[src/rtl/ring_decoder_pkg.sv]
// Shared definitions for the ring decoder: state encodings, default sizes and bench clock macros.
// Optional wrap counter is enabled with RING_DECODER_WRAPCNT_EN.
`ifndef RD_CLK_PERIOD
`define RD_CLK_PERIOD 10
`endif
`ifndef RD_CLK_HALF
`define RD_CLK_HALF 5
`endif

package ring_decoder_pkg;

  localparam int unsigned RD_N_DEFAULT  = 8;
  localparam int unsigned RD_CW_DEFAULT = 8;

  typedef enum logic [1:0] {
    RD_SYNC  = 2'd0,
    RD_TRACK = 2'd1,
    RD_FAULT = 2'd2
  } rd_state_t;

endpackage

[src/rtl/ring_decoder_onehot_encoder.sv]
// Combinational one-hot to binary encoder with an exactly-one-bit-set flag.
module onehot_encoder
  import ring_decoder_pkg::*;
#(
  parameter int unsigned N  = RD_N_DEFAULT,
  parameter int unsigned IW = $clog2(N)
) (
  input  logic [N-1:0]  word,
  output logic [IW-1:0] pos,
  output logic          is_onehot
);

  always_comb begin
    pos = '0;
    for (int unsigned i = 0; i < N; i++) begin
      if (word[i]) begin
        pos = pos | IW'(i);
      end
    end
    // Clearing the lowest set bit leaves zero only for a single-bit word
    is_onehot = (word != '0) && ((word & (word - N'(1))) == '0);
  end

endmodule

[src/rtl/ring_decoder.sv]
// Ring phase decoder and integrity monitor: binary index, wrap pulse, error pulses, sticky fault.
// Define RING_DECODER_WRAPCNT_EN to add the wrap_count port and counter.
module ring_decoder
  import ring_decoder_pkg::*;
#(
  parameter int unsigned N  = RD_N_DEFAULT,
  parameter int unsigned IW = $clog2(N),
  parameter int unsigned CW = RD_CW_DEFAULT
) (
  input  logic          clk,
  input  logic          reset,
  input  logic          en,
  input  logic          clear,
  input  logic [N-1:0]  ring,
  output logic [IW-1:0] idx,
  output logic          valid,
  output logic          wrap,
  output logic          err_onehot,
  output logic          err_seq,
  output logic          fault
`ifdef RING_DECODER_WRAPCNT_EN
  ,
  output logic [CW-1:0] wrap_count
`endif
);

  rd_state_t     state;
  logic [IW-1:0] pos;
  logic          is_onehot;
  logic [IW-1:0] idx_next;

  onehot_encoder #(.N(N), .IW(IW)) u_enc (
    .word      (ring),
    .pos       (pos),
    .is_onehot (is_onehot)
  );

  always_comb begin
    idx_next = (idx == IW'(N - 1)) ? '0 : IW'(idx + 1'b1);
  end

  always_ff @(posedge clk or posedge reset) begin
    if (reset) begin
      state      <= RD_SYNC;
      idx        <= '0;
      valid      <= 1'b0;
      wrap       <= 1'b0;
      err_onehot <= 1'b0;
      err_seq    <= 1'b0;
      fault      <= 1'b0;
`ifdef RING_DECODER_WRAPCNT_EN
      wrap_count <= '0;
`endif
    end else begin
      wrap       <= 1'b0;
      err_onehot <= 1'b0;
      err_seq    <= 1'b0;
      if (clear) begin
        state <= RD_SYNC;
        idx   <= '0;
        valid <= 1'b0;
        fault <= 1'b0;
`ifdef RING_DECODER_WRAPCNT_EN
        wrap_count <= '0;
`endif
      end else if (en) begin
        case (state)
          RD_SYNC: begin
            if (is_onehot) begin
              idx   <= pos;
              valid <= 1'b1;
              state <= RD_TRACK;
            end
          end
          RD_TRACK: begin
            if (!is_onehot) begin
              err_onehot <= 1'b1;
              fault      <= 1'b1;
              valid      <= 1'b0;
              state      <= RD_FAULT;
            end else if (pos == idx) begin
              state <= RD_TRACK;
            end else if (pos == idx_next) begin
              idx <= pos;
              if (idx == IW'(N - 1)) begin
                wrap <= 1'b1;
`ifdef RING_DECODER_WRAPCNT_EN
                wrap_count <= wrap_count + 1'b1;
`endif
              end
            end else begin
              err_seq <= 1'b1;
              fault   <= 1'b1;
              valid   <= 1'b0;
              state   <= RD_FAULT;
            end
          end
          RD_FAULT: begin
            state <= RD_FAULT;
          end
          default: begin
            state <= RD_SYNC;
          end
        endcase
      end
    end
  end

endmodule

[config.mk]
export PLATFORM = sky130hd
export DESIGN_NAME = ring_decoder
export DESIGN_NICKNAME = d
export VERILOG_FILES = /design/src/rtl/ring_decoder_pkg.sv /design/src/rtl/ring_decoder_onehot_encoder.sv /design/src/rtl/ring_decoder.sv
export SDC_FILE = /design/constraint.sdc
export NUM_CORES = 1
export LEC_CHECK = 0
export BUFFER_PORTS_ARGS = -buffer_cell sky130_fd_sc_hd__buf_2
export CAP_MARGIN = 30
export CORE_AREA = 4 4 66 50
export CTS_CLUSTER_DIAMETER = 30
export DETAILED_ROUTE_END_ITERATION = 8
export DIE_AREA = 0 0 70 54
export GPL_ROUTABILITY_DRIVEN = 0
export PLACE_DENSITY = 0.59
export SLEW_MARGIN = 30
export SYNTH_ARGS = -nofsm -noshare
export SYNTH_HDL_FRONTEND = slang
export SYNTH_SLANG_ARGS = --single-unit
[constraint.sdc]
create_clock -name clk -period 5.05 [get_ports clk]
set_input_delay 1.01 -clock clk [delete_from_list [all_inputs] [get_ports clk]]
set_output_delay 1.01 -clock clk [all_outputs]
set_load 0.005 [all_outputs]
# [After elaboration in Yosys (flattened, before gate mapping)]
# Index checks and enable logic that the tools add are counted.
[op_classes] n_reduce_logical=11 shift=0 multipliers=0 muxes=52 div_mod_pow=0 order_cmp=0 bitwise_logic=1 add_sub_neg=2 eq_ne=14
[op_table] cell="3-bit two-way mux" count=11
[op_table] cell="1-bit two-way mux" count=30
[op_table] cell="3-bit inequality test, second input constant" count=6
[op_table] cell="2-bit two-way mux" count=8
[op_table] cell="8-bit AND" count=1
[op_table] cell="8-bit zero test" count=1
[op_table] cell="4-bit inequality test, second input constant" count=2
[op_table] cell="8-bit nonzero test" count=1
[op_table] cell="8-bit by 1-bit subtractor with 8-bit output, second input constant" count=1
[op_table] cell="3-bit == test" count=2
[op_table] cell="2-bit case mux with 3 select lines" count=1
[op_table] cell="3-bit case mux with 2 select lines" count=1
[op_table] cell="6-bit AND reduction" count=1
[op_table] cell="5-bit inequality test, second input constant" count=1
[op_table] cell="5-bit AND reduction" count=1
[op_table] cell="4-bit AND reduction" count=1
[op_table] cell="2-bit nonzero test" count=2
[op_table] cell="3-bit by 1-bit adder with 3-bit output, second input constant" count=1
[op_table] cell="3-bit == test, second input constant" count=1
[op_table] cell="3-bit AND reduction" count=1
[op_table] cell="3-bit nonzero test" count=1
[op_table] cell="2-bit by 1-bit == test with 1-bit output, second input constant" count=1
[op_table] cell="2-bit == test, second input constant" count=1
[op_table] cell="2-bit zero test" count=1
[op_table] cell="2 further kinds" count=2
[word_totals] romBits=0 out_inout_bits=8 ramBits=0 memories=0 reg_bits=10 latchBits=0

# [Logic depth before layout (Yosys ltp)]
[logic_depth] depth_word=14 mapped_depth=7

# [By module]
# A second synthesis with hierarchy kept.
[unflattened] hier_cells=76 area_unflattened_um2=724.4
[by_module_without_submodules] mod="ring_decoder" cells_per_inst=62 n_inst=1 area_per_inst_um2=606.8
[by_module_without_submodules] mod="onehot_encoder" cells_per_inst=14 n_inst=1 area_per_inst_um2=117.6

# [Worst setup path before layout]
# Ideal clock, no wire load.
[synth_timing] path_type="in2reg" from="in ring[3]" to="reg idx[0]" path_buffers=0 arrival_ps=2541 setup_time_ps=128 path_stages=6 slack_ps=2381 cell_sequence="nor4_1 mux2i_1 a2111oi_4 o21ai_2 nor3_4 mux2_1"
[synth_between] elab_chain_cells=11 word_cells_on_any_way=24
[synth_lines] element="from (decl)" line_no="ring_decoder.sv:14" text="input logic [N-1:0] ring,"
[synth_lines] element="parallel branches: the longest is 11 deep, another holds 8-bit by 1-bit subtractor with 8-bit output"
[synth_lines] element="to (signal assigned)" line_no="ring_decoder.sv:70" text="idx <= pos;"
[synth_lines] element="to (signal assigned)" line_no="ring_decoder.sv:84" text="idx <= pos;"
[synth_lines] element="to (decl)" line_no="ring_decoder.sv:15" text="output logic [IW-1:0] idx,"
# Several ways; the timed one is not identified. The select of a mux whose other input is x is not followed.
# A chain may end at the register's enable or synchronous reset.

# [Worst setup path in the final report]
# Same ends and word-level chain as after synthesis.

==> flow_metrics.tcl <==
set metrics [dict create \
    status "completed" \
    cts_tree "done" \
    synth_xor_area_share_pct 7.99 \
    period_share_pct 54.5 \
    arrival_ns 2.86 \
    clkSlewWorstSetupHoldPaths_ns 0.05 \
    grt_antenna_before_repair 0 \
    final_common_cell "buf_2" \
    crit_path_end_kind "flop" \
    core_area_um2 2680 \
    totalWireLength_mm 1.65 \
    syn_avg_cell_area_um2 10.2 \
    synth_seq_cells 10 \
    synth_top_family_by_area "simple AND/OR/NAND/NOR gates" \
    holdBufCountCts 0 \
    rsz0062_at_grt "false" \
    nets 112 \
    first_pass_iters 4 \
    area_delta_synth_final_pct 25.0 \
    vias 641 \
    synth_edf_count 0 \
    worst_ep_required_time_ns 5.16 \
    placed_cells 129 \
    tns_ns 0 \
    clockRootBuffer "clkbuf_8" \
    die-area_um2 3780 \
    drv_slew 0 \
    maxCapViolations 0 \
    placement.io_buffers 19 \
    synthArstFlopShare_pct 100 \
    ys_warn_count 0 \
    syn_area_um2 767 \
    ant_nets 0 \
    hpwl_mm 1.35 \
    synthAdderAreaFrac_pct 3.26 \
    cp_max_fo 5 \
    r2r_slack_ns 2.88 \
    p_leak_nw 0.420 \
    cts_setup_buffers 0 \
    ys_seq_area_share_pct 32.6 \
    grt_pass1_wl_mm 2.93 \
    final_hold_viol_count 0 \
    wl_per_cell_um 12.4 \
    drc_errors 0 \
    h-tree-depth 1 \
    clock_sinks 10 \
    fin_crit_ns 2.75 \
    ys_types 34 \
    dieWidth_um 70 \
    path_cells "buf_2, nor4_1, mux2i_1, a2111oi_4, o21ai_2, nor3_4, mux2_1" \
    clockBufferDepth 2 \
    die_h_um 54 \
    finalSetupViolCount 0 \
    cp-startpoint "ring[3]" \
    clock_latency_ns 0.23 \
    synth_compound_area_share_pct 18.8 \
    nFillCells 290 \
    ys.flop_type "dfrtp_1" \
    cts_buffers 3 \
    overflow 0 \
    hold_start "fault$_DFFE_PP0P_" \
    worst_path_largest_cell_delay_ns 0.42 \
    grt_max_degree 11 \
    min_path_type "flop to flop" \
    crit_path_start_kind "primary input" \
    viasPerCell 4.82 \
    power_density_nw_per_um2 219 \
    synth_fp_nets 89 \
    slowest_stage "a2111oi_4" \
    instances_no_fill 133 \
    worst_pin_slew_ns 0.528 \
    grt_pass1_vias 611 \
    synthCells 75 \
    worstSetupPathType "primary input to flop" \
    drtIter0Drc 15 \
    final_cell_mix "buf_2 (19), dfrtp_1 (10)" \
    regToRegStartpoint "idx[0]$_DFFE_PP0P_" \
    boundaryPins 20 \
    row_count 16 \
    skew_ns 0.00400 \
    timing.fmax_mhz 363 \
    muxShareOfSynthArea_pct 5.71 \
    start_util_pct 28.6 \
    grt_use_total_pct 9.85 \
    layout-drive-gt1-share_pct 33.0 \
    cts_resized 0 \
    peakVddDrop_mv 0.146 \
    slew_headroom_pct 64.7 \
    n_antenna_cell 0 \
    yosys.area_share.simple_pct 29.7 \
]
power by group:
part	internal [W]	switching [W]	leakage, nW
Sequential	0.0000812	0.00000105	0.139
Combinational	0.0000106	0.0000161	0.252
Clock	0.0000686	0.0000322	0.0288
Total	0.000160	0.0000494	0.420
through the flow:
step	setup slack (ns)	utilization (%)	hold WS, ns	area [um^2]	power, W
2_1_floorplan	2.38	-	0.484	767	0.0000977
6_report	2.30	35.7	0.485	958	0.000210
3_3_place_gp	2.11	33.7	0.478	903	0.000110
5_1_grt	2.17	35.7	0.520	958	0.000222
3_5_place_dp	2.04	33.7	0.480	903	0.000111
4_1_cts	2.28	35.7	0.491	958	0.000212
critical path: cells and delay by family:
| family | cells | cell delay [ns] |
|---|---|---|
| compound gates | 2 | 0.58 |
| simple gates | 2 | 0.60 |
| mux | 2 | 0.53 |
| buf+inv | 1 | 0.14 |
cells by family after synthesis:
kind of cell	after synthesis
flops	10
buf+inv	4
xor+xnor	7
simple gates	31
compound gates	17
fa+ha+maj	2
mux	4
worst paths after layout:
kind	endpoint	depth (start not counted)
max reg2reg	idx[0]$_DFFE_PP0P_	7
min	fault$_DFFE_PP0P_	1
max in group asynchronous	state[0]$_DFFE_PP0P_	2
max	idx[0]$_DFFE_PP0P_	7
min reg2reg	fault$_DFFE_PP0P_	1
min in group asynchronous	valid$_DFFE_PP0P_	2
sequential cells by signal, indices dropped and copies added, names as in the netlist:
register and flops:
err_onehot 1, err_seq 1, fault 1, idx 3, state 2, valid 1
wrap 1
cells in the mapped netlist (2+ instances only):
cell,count,area [um^2]
nor3_1,3,15.0
inv_1,3,11.3
nor4_1,4,25.0
xor2_1,2,17.5
nor2_1,5,18.8
o21ai_0,5,25.0
nand2_1,3,11.3
nor4_2,2,25.0
nor3_4,2,32.5
nor3b_1,2,15.0
ha_1,2,25.0
xnor2_1,5,43.8
mux2_1,3,33.8
dfrtp_1,10,250
nor2b_1,5,31.3
per-layer routing:
metal / track usage (%) / routed length [um] / vias up
met5: 0 / 0 / -
met4: 1.91 / 0 / 0
met3: 4.29 / 151 / 0
met2: 14.7 / 661 / 19
met1: 13.3 / 837 / 296
li1: - / - / 326
final cells by class:
class / count / area, um^2 / area share [%]
multi-input combinational: 61 / 502 / 52.3
sequential: 10 / 250 / 26.1
timing repair buffer: 19 / 95.1 / 9.92
clock buffer: 4 / 55.1 / 5.74
tap: 36 / 45.0 / 4.70
inverter: 3 / 11.3 / 1.17
No activity file was read; power rests on OpenSTA's default activity.
